--- src/rtl/trap_sequencer_pkg.sv ---
// trap_sequencer_pkg
//   Shared definitions for the user-mode trap sequencer: CSR addresses,
//   ucause codes, FSM state encoding and the tval source select.
package trap_sequencer_pkg;

    // User-mode CSR addresses
    localparam logic [11:0] CSR_USTATUS = 12'h000;
    localparam logic [11:0] CSR_UTVEC   = 12'h005;
    localparam logic [11:0] CSR_UEPC    = 12'h041;
    localparam logic [11:0] CSR_UCAUSE  = 12'h042;
    localparam logic [11:0] CSR_UTVAL   = 12'h043;

    // ucause exception codes
    localparam logic [3:0] CAUSE_MISFETCH = 4'd0;
    localparam logic [3:0] CAUSE_ILLEGAL  = 4'd2;
    localparam logic [3:0] CAUSE_MISLOAD  = 4'd4;
    localparam logic [3:0] CAUSE_MISSTORE = 4'd6;
    localparam logic [3:0] CAUSE_ECALL    = 4'd8;

    // Sequencer state encoding
    localparam logic [2:0] ST_IDLE    = 3'd0;
    localparam logic [2:0] ST_W_EPC   = 3'd1;
    localparam logic [2:0] ST_W_CAUSE = 3'd2;
    localparam logic [2:0] ST_W_TVAL  = 3'd3;
    localparam logic [2:0] ST_REDIR   = 3'd4;
    localparam logic [2:0] ST_RET     = 3'd5;

    // Source of the utval value
    typedef enum logic [1:0] {
        TVAL_ZERO    = 2'd0,
        TVAL_BADADDR = 2'd1,
        TVAL_INSTR   = 2'd2
    } tvalSel_t;

endpackage

--- src/rtl/trap_prio_enc.sv ---
// trap_prio_enc
//   Combinational priority encoder for the exception flags.
//   Priority (highest first): misaligned fetch, illegal, ecall,
//   misaligned load, misaligned store.
// Ports:
//   iMisFetch..iMisStore  exception flags
//   oValid                any flag set
//   oCause                ucause code of the winning flag
//   oTvalSel              where utval comes from for the winning flag
module trap_prio_enc
    import trap_sequencer_pkg::*;
(
    input  logic       iMisFetch,
    input  logic       iIllegal,
    input  logic       iEcall,
    input  logic       iMisLoad,
    input  logic       iMisStore,
    output logic       oValid,
    output logic [3:0] oCause,
    output tvalSel_t   oTvalSel
);

    always_comb begin
        oValid   = 1'b1;
        oCause   = CAUSE_MISFETCH;
        oTvalSel = TVAL_ZERO;
        if (iMisFetch) begin
            oCause   = CAUSE_MISFETCH;
            oTvalSel = TVAL_BADADDR;
        end else if (iIllegal) begin
            oCause   = CAUSE_ILLEGAL;
            oTvalSel = TVAL_INSTR;
        end else if (iEcall) begin
            oCause   = CAUSE_ECALL;
            oTvalSel = TVAL_ZERO;
        end else if (iMisLoad) begin
            oCause   = CAUSE_MISLOAD;
            oTvalSel = TVAL_BADADDR;
        end else if (iMisStore) begin
            oCause   = CAUSE_MISSTORE;
            oTvalSel = TVAL_BADADDR;
        end else begin
            oValid   = 1'b0;
        end
    end

endmodule

--- src/rtl/trap_sequencer.sv ---
// trap_sequencer
//   User-mode trap sequencer. Picks the highest-priority exception of the
//   committing instruction, writes uepc/ucause/utval through the CSR
//   file's single write port on successive cycles and redirects to utvec.
//   A uret redirects to uepc.
// Ports:
//   iCLK, iRST          clock, asynchronous active-high reset
//   iInstrValid, iPC, iBadAddr, iInstr, iMisFetch..iMisStore, iUret
//                       commit-stage instruction info and exception flags
//   iUtvec, iUepc       current CSR values
//   oCSRWrite/Addr/WData  CSR write port
//   oStall, oFlush, oRedirect, oPCTarget  pipeline control
//   oBusy               sequencer not idle
//   oTrapCount          saturating count of traps taken
module trap_sequencer
    import trap_sequencer_pkg::*;
#(
    parameter int XLEN = 32,
    parameter int CNTW = 16
) (
    input  logic            iCLK,
    input  logic            iRST,
    input  logic            iInstrValid,
    input  logic [XLEN-1:0] iPC,
    input  logic [XLEN-1:0] iBadAddr,
    input  logic [31:0]     iInstr,
    input  logic            iMisFetch,
    input  logic            iIllegal,
    input  logic            iEcall,
    input  logic            iMisLoad,
    input  logic            iMisStore,
    input  logic            iUret,
    input  logic [XLEN-1:0] iUtvec,
    input  logic [XLEN-1:0] iUepc,
    output logic            oCSRWrite,
    output logic [11:0]     oCSRAddr,
    output logic [XLEN-1:0] oCSRWData,
    output logic            oStall,
    output logic            oFlush,
    output logic            oRedirect,
    output logic [XLEN-1:0] oPCTarget,
    output logic            oBusy,
    output logic [CNTW-1:0] oTrapCount
);

    logic [2:0]      state;
    logic [2:0]      nextState;
    logic [XLEN-1:0] pcLatch;
    logic [3:0]      causeLatch;
    logic [XLEN-1:0] tvalLatch;
    logic [XLEN-1:0] tvalNext;
    logic [CNTW-1:0] trapCount;

    logic            encValid;
    logic [3:0]      encCause;
    tvalSel_t        encTvalSel;
    logic            trapReq;
    logic            retReq;

    trap_prio_enc uPrioEnc (
        .iMisFetch (iMisFetch),
        .iIllegal  (iIllegal),
        .iEcall    (iEcall),
        .iMisLoad  (iMisLoad),
        .iMisStore (iMisStore),
        .oValid    (encValid),
        .oCause    (encCause),
        .oTvalSel  (encTvalSel)
    );

    // An exception always beats a simultaneous uret.
    assign trapReq = iInstrValid && encValid;
    assign retReq  = iInstrValid && iUret && !encValid;

    always_comb begin
        tvalNext = '0;
        case (encTvalSel)
            TVAL_BADADDR: tvalNext = iBadAddr;
            TVAL_INSTR:   tvalNext = XLEN'(iInstr);
            default:      tvalNext = '0;
        endcase
    end

    always_comb begin
        nextState = ST_IDLE;
        case (state)
            ST_IDLE: begin
                if (trapReq)     nextState = ST_W_EPC;
                else if (retReq) nextState = ST_RET;
                else             nextState = ST_IDLE;
            end
            ST_W_EPC:   nextState = ST_W_CAUSE;
            ST_W_CAUSE: nextState = ST_W_TVAL;
            ST_W_TVAL:  nextState = ST_REDIR;
            ST_REDIR:   nextState = ST_IDLE;
            ST_RET:     nextState = ST_IDLE;
            default:    nextState = ST_IDLE;
        endcase
    end

    always_ff @(posedge iCLK or posedge iRST) begin
        if (iRST) begin
            state      <= ST_IDLE;
            pcLatch    <= '0;
            causeLatch <= '0;
            tvalLatch  <= '0;
            trapCount  <= '0;
        end else begin
            state <= nextState;
            if (state == ST_IDLE && trapReq) begin
                pcLatch    <= iPC;
                causeLatch <= encCause;
                tvalLatch  <= tvalNext;
                if (trapCount != '1)
                    trapCount <= trapCount + 1'b1;
            end
        end
    end

    // Outputs decode only the state register and the latches; the redirect
    // targets read iUtvec/iUepc in the redirect cycle itself so the utvec
    // value reflects any CSR update completed on the preceding write.
    always_comb begin
        oCSRWrite = 1'b0;
        oCSRAddr  = '0;
        oCSRWData = '0;
        oFlush    = 1'b0;
        oRedirect = 1'b0;
        oPCTarget = '0;
        case (state)
            ST_W_EPC: begin
                oCSRWrite = 1'b1;
                oCSRAddr  = CSR_UEPC;
                oCSRWData = pcLatch & ~XLEN'(1);
            end
            ST_W_CAUSE: begin
                oCSRWrite = 1'b1;
                oCSRAddr  = CSR_UCAUSE;
                oCSRWData = XLEN'(causeLatch);
            end
            ST_W_TVAL: begin
                oCSRWrite = 1'b1;
                oCSRAddr  = CSR_UTVAL;
                oCSRWData = tvalLatch;
            end
            ST_REDIR: begin
                oRedirect = 1'b1;
                oFlush    = 1'b1;
                oPCTarget = iUtvec & ~XLEN'(3);
            end
            ST_RET: begin
                oRedirect = 1'b1;
                oFlush    = 1'b1;
                oPCTarget = iUepc;
            end
            default: ;
        endcase
    end

    // Gated by reset so every output reads 0 while reset is held.
    assign oStall     = !iRST && ((state != ST_IDLE) || trapReq || retReq);
    assign oBusy      = (state != ST_IDLE);
    assign oTrapCount = trapCount;

endmodule

--- config.mk ---
export PLATFORM = sky130hd
export DESIGN_NAME = trap_sequencer
export DESIGN_NICKNAME = d
export VERILOG_FILES = /design/src/rtl/trap_sequencer_pkg.sv /design/src/rtl/trap_prio_enc.sv /design/src/rtl/trap_sequencer.sv
export SDC_FILE = /design/constraint.sdc
export NUM_CORES = 1
export LEC_CHECK = 0
export CAP_MARGIN = 20
export CORE_ASPECT_RATIO = 0.8
export CORE_MARGIN = 5
export CORE_UTILIZATION = 36
export CTS_CLUSTER_SIZE = 40
export DETAILED_ROUTE_END_ITERATION = 7
export GPL_TIMING_DRIVEN = 0
export PLACE_DENSITY = 0.79
export SKIP_LAST_GASP = 1
export SYNTH_ARGS = -nofsm -noshare
export SYNTH_HDL_FRONTEND = slang
export SYNTH_SLANG_ARGS = --single-unit
export TNS_END_PERCENT = 1
--- constraint.sdc ---
create_clock -name iCLK -period 2.4 [get_ports iCLK]
set_clock_uncertainty 0.1 [all_clocks]
set_input_delay 0.24 -clock iCLK [delete_from_list [all_inputs] [get_ports iCLK]]
set_output_delay 0.24 -clock iCLK [all_outputs]
set_load 0.005 [all_outputs]
# Word-level counts from Yosys, hierarchy flattened
# Cells that the tools add are included.
totals:
  register_bits: 87
  inputBits: 169
  word_cells: 52
classes:
  addsub: 1
  n_eq_ne: 8
  n_mux: 24
  reduce_logical: 14
op_table:
  columns: ["op", "count"]
  rows:
  - ["$pmux 32 s2", 2]
  - ["$pmux 32 s3", 1]
  - ["$pmux 7 s3", 1]
  - ["$add 16x1->16 const B", 1]
  - ["$mux 4", 4]
  - ["$ne 16x16->1 const B", 1]
  - ["$pmux 3 s4", 1]
  - ["$mux 3", 3]
  - ["$mux 1", 8]
  - ["$mux 2", 4]
  - ["$eq 3x2->1 const B", 2]
  - ["$eq 3x3->1 const B", 2]
  - ["$logic_and 1x1->1", 5]
  - ["$eq 3x1->1 const B", 1]
  - ["$logic_not 3->1", 1]
  - ["$reduce_bool 3->1", 1]
  - ["$reduce_or 3->1", 1]
  - ["$eq 2x1->1 const B", 1]
  - ["$eq 2x2->1 const B", 1]
  - ["$logic_not 1->1", 2]
  - ["$logic_or 1x1->1", 2]
  - ["$reduce_and 2->1", 1]
  - ["$reduce_or 2->1", 1]

# Logic depth before layout (Yosys ltp)
depth:
  word_depth: 10
  depth_mapped: 8
  mapped_depth_nobuf: 7

# Modules after synthesis
# From an unflattened synthesis, not the netlist that was laid out.
hier_totals:
  hier_cells: 559
  area_unflattened_um2: 4922.2
modules_own_cells:
  columns: ["module", "n_inst", "cells_per_inst", "area_each_um2", "seq_area_each_um2"]
  rows:
  - ["trap_sequencer", 1, 547, 4850.9, 2152.1]
  - ["trap_prio_enc", 1, 12, 71.3, 0.0]

# Worst setup path after synthesis
# Ideal clock, no wire load.
synth_timing:
  path_type: "reg-to-reg"
  start: "reg state[0]"
  end: "reg trapCount[14] (netlist: oTrapCount[14])"
  setup_ns: 0.125
  arrival_time_ns: 1.656
  t_required_ns: 2.175
  setup_slack_ns: 0.519
  path_stages_with_launch: 7
  synth_period_minus_slack_ns: 1.881
  path_cell_list: "dfrtp_1 buf_2 nor4b_4 o21ai_1 buf_2 nor3_1 mux2_2"
synth_between:
  elab_chain_len: 3
synth_rtl:
  columns: ["element", "line_no", "source"]
  rows:
  - ["from (decl)", "trap_sequencer.sv:46", "logic [2:0] state;"]
  - ["from (signal assigned)", "trap_sequencer.sv:109", "state <= nextState;"]
  - ["$logic_not 3->1", "trap_sequencer.sv:110", "if (state == ST_IDLE && trapReq) begin"]
  - ["$logic_and 1x1->1", "trap_sequencer.sv:110", null]
  - ["$reduce_and 2->1 (no line)", null, null]
  - ["to (signal assigned)", "trap_sequencer.sv:115", "trapCount <= trapCount + 1'b1;"]
  - ["to (decl)", "trap_sequencer.sv:52", "logic [CNTW-1:0] trapCount;"]
# No other way between the ends.
# A chain may end at the register's enable or synchronous reset.

# Worst setup path after layout
layout_timing:
  start: "reg state[1]"
  end: "out oPCTarget[8]"
layout_between:
  elab_chain_len: 2
layout_rtl:
  columns: ["element", "line_no", "source"]
  rows:
  - ["$eq 3x3->1", "trap_sequencer.sv:130", "case (state)"]
  - ["$pmux 32 s2 (*)", "trap_sequencer.sv:130", null]
  - ["to (decl)", "trap_sequencer.sv:41", "output logic [XLEN-1:0] oPCTarget,"]
# Every way passes the cells marked *; elsewhere a longest branch is shown, timed or not.

==> results.py <==
metrics = {
    "critical_path": {
        "reg2reg_slack_ns": 0.18,
        "reg2reg_depth": 5,
        "endpoint": "oPCTarget[8]",
        "end_kind": "output pin",
        "rr_endpoint": "oTrapCount[10]$_DFFE_PP0P_",
        "cp-startpoint": "state[1]$_DFF_PP0_",
        "crit_chain": "buf_2 -> inv_2 -> nand2_1 -> clkbuf_2 -> nor2_1 -> clkdlybuf4s50_1",
        "arrival_ns": 2.04,
        "crit_path_start_kind": "register",
        "rr_startpoint": "state[0]$_DFF_PP0_",
        "required_ns": 2.06,
        "crit_slowest_cell": "clkdlybuf4s50_1",
        "cp_max_fo": 10,
        "crit_type": "reg -> out",
        "cp_slowest_stage_delay_ns": 0.55,
    },
    "timing": {
        "hold_violations": 0,
        "timing.final.crit_share_pct": 99.3,
        "fin_crit_ns": 2.38,
        "setup_viol": 0,
        "drv_slew": 0,
        "slew_headroom_pct": 59.7,
        "max_freq_mhz": 420,
        "grt_setup_unrepaired": "yes",
        "worst_pin_slew_ns": 0.604,
        "final.setup.tns_ns": 0,
    },
    "synth": {
        "yosys-top-cells-area": "dfrtp_1 (44%), mux2i_1 (12%), nand2_1 (10%)",
        "ys_seq_area_share_pct": 43.6,
        "synth-main-ff-cell": "dfrtp_1",
        "yosys_warnings": 0,
        "synth_top_area_cell": "dfrtp_1",
        "syn_area_sq_um": 4880,
        "synth_top_area_share_pct": 43.6,
        "synth.distinct_cells": 36,
        "async_flop_share_pct": 100,
        "synth-edff-count": 0,
        "syn_inst": 553,
        "ys_ff_latch": 85,
        "syn_area_per_cell_sq_um": 8.82,
    },
    "final_layout": {
        "fin_cells": 1010,
        "seq_area_sq_um": 2130,
        "multi_input_area_sq_um": 2510,
        "antennaDiodeCount": 0,
        "area_growth_pct": 65.2,
        "fin_area_sq_um": 8060,
        "layout-drive-gt1-share_pct": 8.43,
        "nFillCells": 1224,
        "finalNetCount": 999,
        "fin_util_pct": 60.1,
    },
    "die": {
        "rows": 38,
        "core_area_sq_um": 13400,
        "die_h_microns": 114,
        "ios": 266,
        "start_util_pct": 36.4,
        "die_x_microns": 140,
        "dieArea_sq_um": 16000,
    },
    "route": {
        "ant_nets": 0,
        "routedWlPerCell_microns": 18.3,
        "met3_length_microns": 1560,
        "drtPass1Iterations": 4,
        "routed.top_layer": "met4",
        "wl_met1_microns": 7530,
        "vias_per_cell": 5.03,
        "drtIter0Drc": 233,
        "met2WireLength_microns": 9070,
        "route.detailed.drc": 0,
        "vias": 5085,
        "wl_microns": 18500,
    },
    "clocking": {
        "clkSlewWorstSetupHoldPaths_ns": 0.06,
        "cts_tree": "yes",
        "cts-buffers-inserted": 9,
        "htreeDepth": 3,
        "ctsHoldBuffers": 0,
        "cts_setup_buffers": 0,
        "cts_root_buffer": "clkbuf_16",
        "clkLatencyLatePin_ns": 0.34,
        "cts.sinks": 85,
        "cts_buffer_depth": 2,
    },
    "power": {
        "p_leak_uw": 0.00354,
        "intPower_uw": 4850,
        "seq_power_share_pct": 31.1,
        "total_power_uw": 7650,
        "power.switching_uw": 2810,
        "swShare_pct": 36.7,
        "peakVddDrop_uv": 525,
        "pwr-share-comb_pct": 50.3,
        "clockPowerShare_pct": 18.6,
        "p_per_area_nw_per_um2": 949,
    },
    "global_route": {
        "grt_max_degree": 37,
        "grt_pass1_vias": 5115,
        "grt_pass1_wl_microns": 28100,
        "track_usage_pct": 22.8,
        "antenna_found_initial": 0,
        "overflow": 0,
    },
    "job": {
        "drv_cap": 0,
    },
    "status": {
        "status": "complete, no violations",
    },
    "placement": {
        "dp.cells": 996,
        "gp_congestion": 0.963,
        "dp_hpwl_microns": 14600,
        "placed_area_sq_um": 7710,
        "io_buffers": 253,
    },
    "worst_hold_path": {
        "hold_path_class": "in -> async",
    },
}
==> cells in the mapped netlist (2+ instances only) <==
library cell,count
a21oi_1,3
a22oi_1,35
and2_1,4
and3_1,8
and4_1,3
buf_1,4
buf_2,12
buf_4,12
clkbuf_1,24
dfrtp_1,85
ha_1,3
inv_1,8
mux2_2,8
mux2i_1,58
nand2_1,134
nand2b_1,4
nand3_1,2
nand4_1,2
nor2_1,71
nor3_1,4
o2111ai_1,6
o211ai_1,3
o21ai_0,3
o21ai_1,2
o31ai_1,33
or2_2,2
xnor2_1,11
==> how the worst min path moves through the flow <==
| stage | from | endpoint | slack (ns) | cells past startpoint |
|---|---|---|---|---|
| 2_1_floorplan | iMisFetch | causeLatch[1]$_DFFE_PP0P_ | 0.24 | 1 |
| 3_3_place_gp | causeLatch[3]$_DFFE_PP0P_ | causeLatch[3]$_DFFE_PP0P_ | 0.35 | 2 |
| 3_5_place_dp | pcLatch[13]$_DFFE_PP0P_ | pcLatch[13]$_DFFE_PP0P_ | 0.36 | 2 |
| 4_1_cts | iRST | state[0]$_DFF_PP0_ | 0.24 | 2 |
| 5_1_grt | iRST | tvalLatch[1]$_DFFE_PP0P_ | 0.27 | 2 |
| 6_report | iRST | state[0]$_DFF_PP0_ | 0.25 | 2 |
==> per-layer routing <==
layer,vias to the layer above,global-route usage [%]
met5,-,0
met4,0,6.65
met3,25,7.22
met2,215,39.5
met1,2419,27.2
li1,2426,-
==> per-stage QoR <==
| step | setup slack (ns) | hold slack [ns] |
|---|---|---|
| after floorplan | 0.519 | 0.237 |
| after global placement | -0.431 | 0.352 |
| after detailed placement | -0.467 | 0.364 |
| after CTS | -0.105 | 0.242 |
| after global routing | -0.136 | 0.271 |
| final | 0.0170 | 0.248 |
==> registers in the layout, summed over array words and instances (netlist names) <==
name	count
causeLatch	3
tvalLatch	32
state	3
pcLatch	31
oTrapCount	16
==> layout make-up <==
| class | instances | area share (%) |
|---|---|---|
| Timing Repair Buffer | 255 | 31.9 |
| Multi-Input combinational cell | 416 | 31.2 |
| Sequential cell | 85 | 26.4 |
| Buffer | 52 | 3.55 |
| Clock buffer | 13 | 3.35 |
| Tap cell | 180 | 2.79 |
| Inverter | 8 | 0.419 |
| Clock inverter | 1 | 0.372 |
==> power by group through the flow <==
stage               Clock [uW]  Combinational [uW]  Sequential (uW)
detailed placement           0                3810             2390
floorplan                    0                2090             2290
global route              1520                4230             2440
global placement             0                3740             2360
finish                    1420                3850             2380
CTS                       1470                3850             2370
==> layout by cell type (no fill, tap or decap), types with 8 or more instances in the layout <==
cell type	n
clkdlybuf4s50_1	251
nand2_1	134
dfrtp_1	85
nor2_1	69
mux2i_1	58
a22oi_1	35
o31ai_1	33
clkbuf_1	16
buf_4	14
buf_2	12
xnor2_1	11
conb_1	9
clkbuf_16	9
mux2_2	8
and3_1	8
==> worst max-delay path: cells and delay by family (launching register included) <==
kind | cells | cell delay (ns)
buf+inv | 4 | 1.09
simple gates | 2 | 0.26
flops | 1 | 0.35
==> cell families after synthesis <==
kind of cell               share of synthesized area [%]
AOI/OAI and AO/OA                                   13.3
xor gates and xnor gates                            1.97
adders and majority gates                          0.769
buffers and inverters                               5.85
DFF                                                 43.6
muxes                                               14.0
other                                             0.0768
and+or+nand+nor                                     20.4
==> repair_timing <==
action | CTS | global route
setup endpoints to repair | 78 | 87
gates resized for setup | 13 | 18
hold endpoints to repair | 0 | 0
No activity file was read; power rests on OpenSTA's default activity.
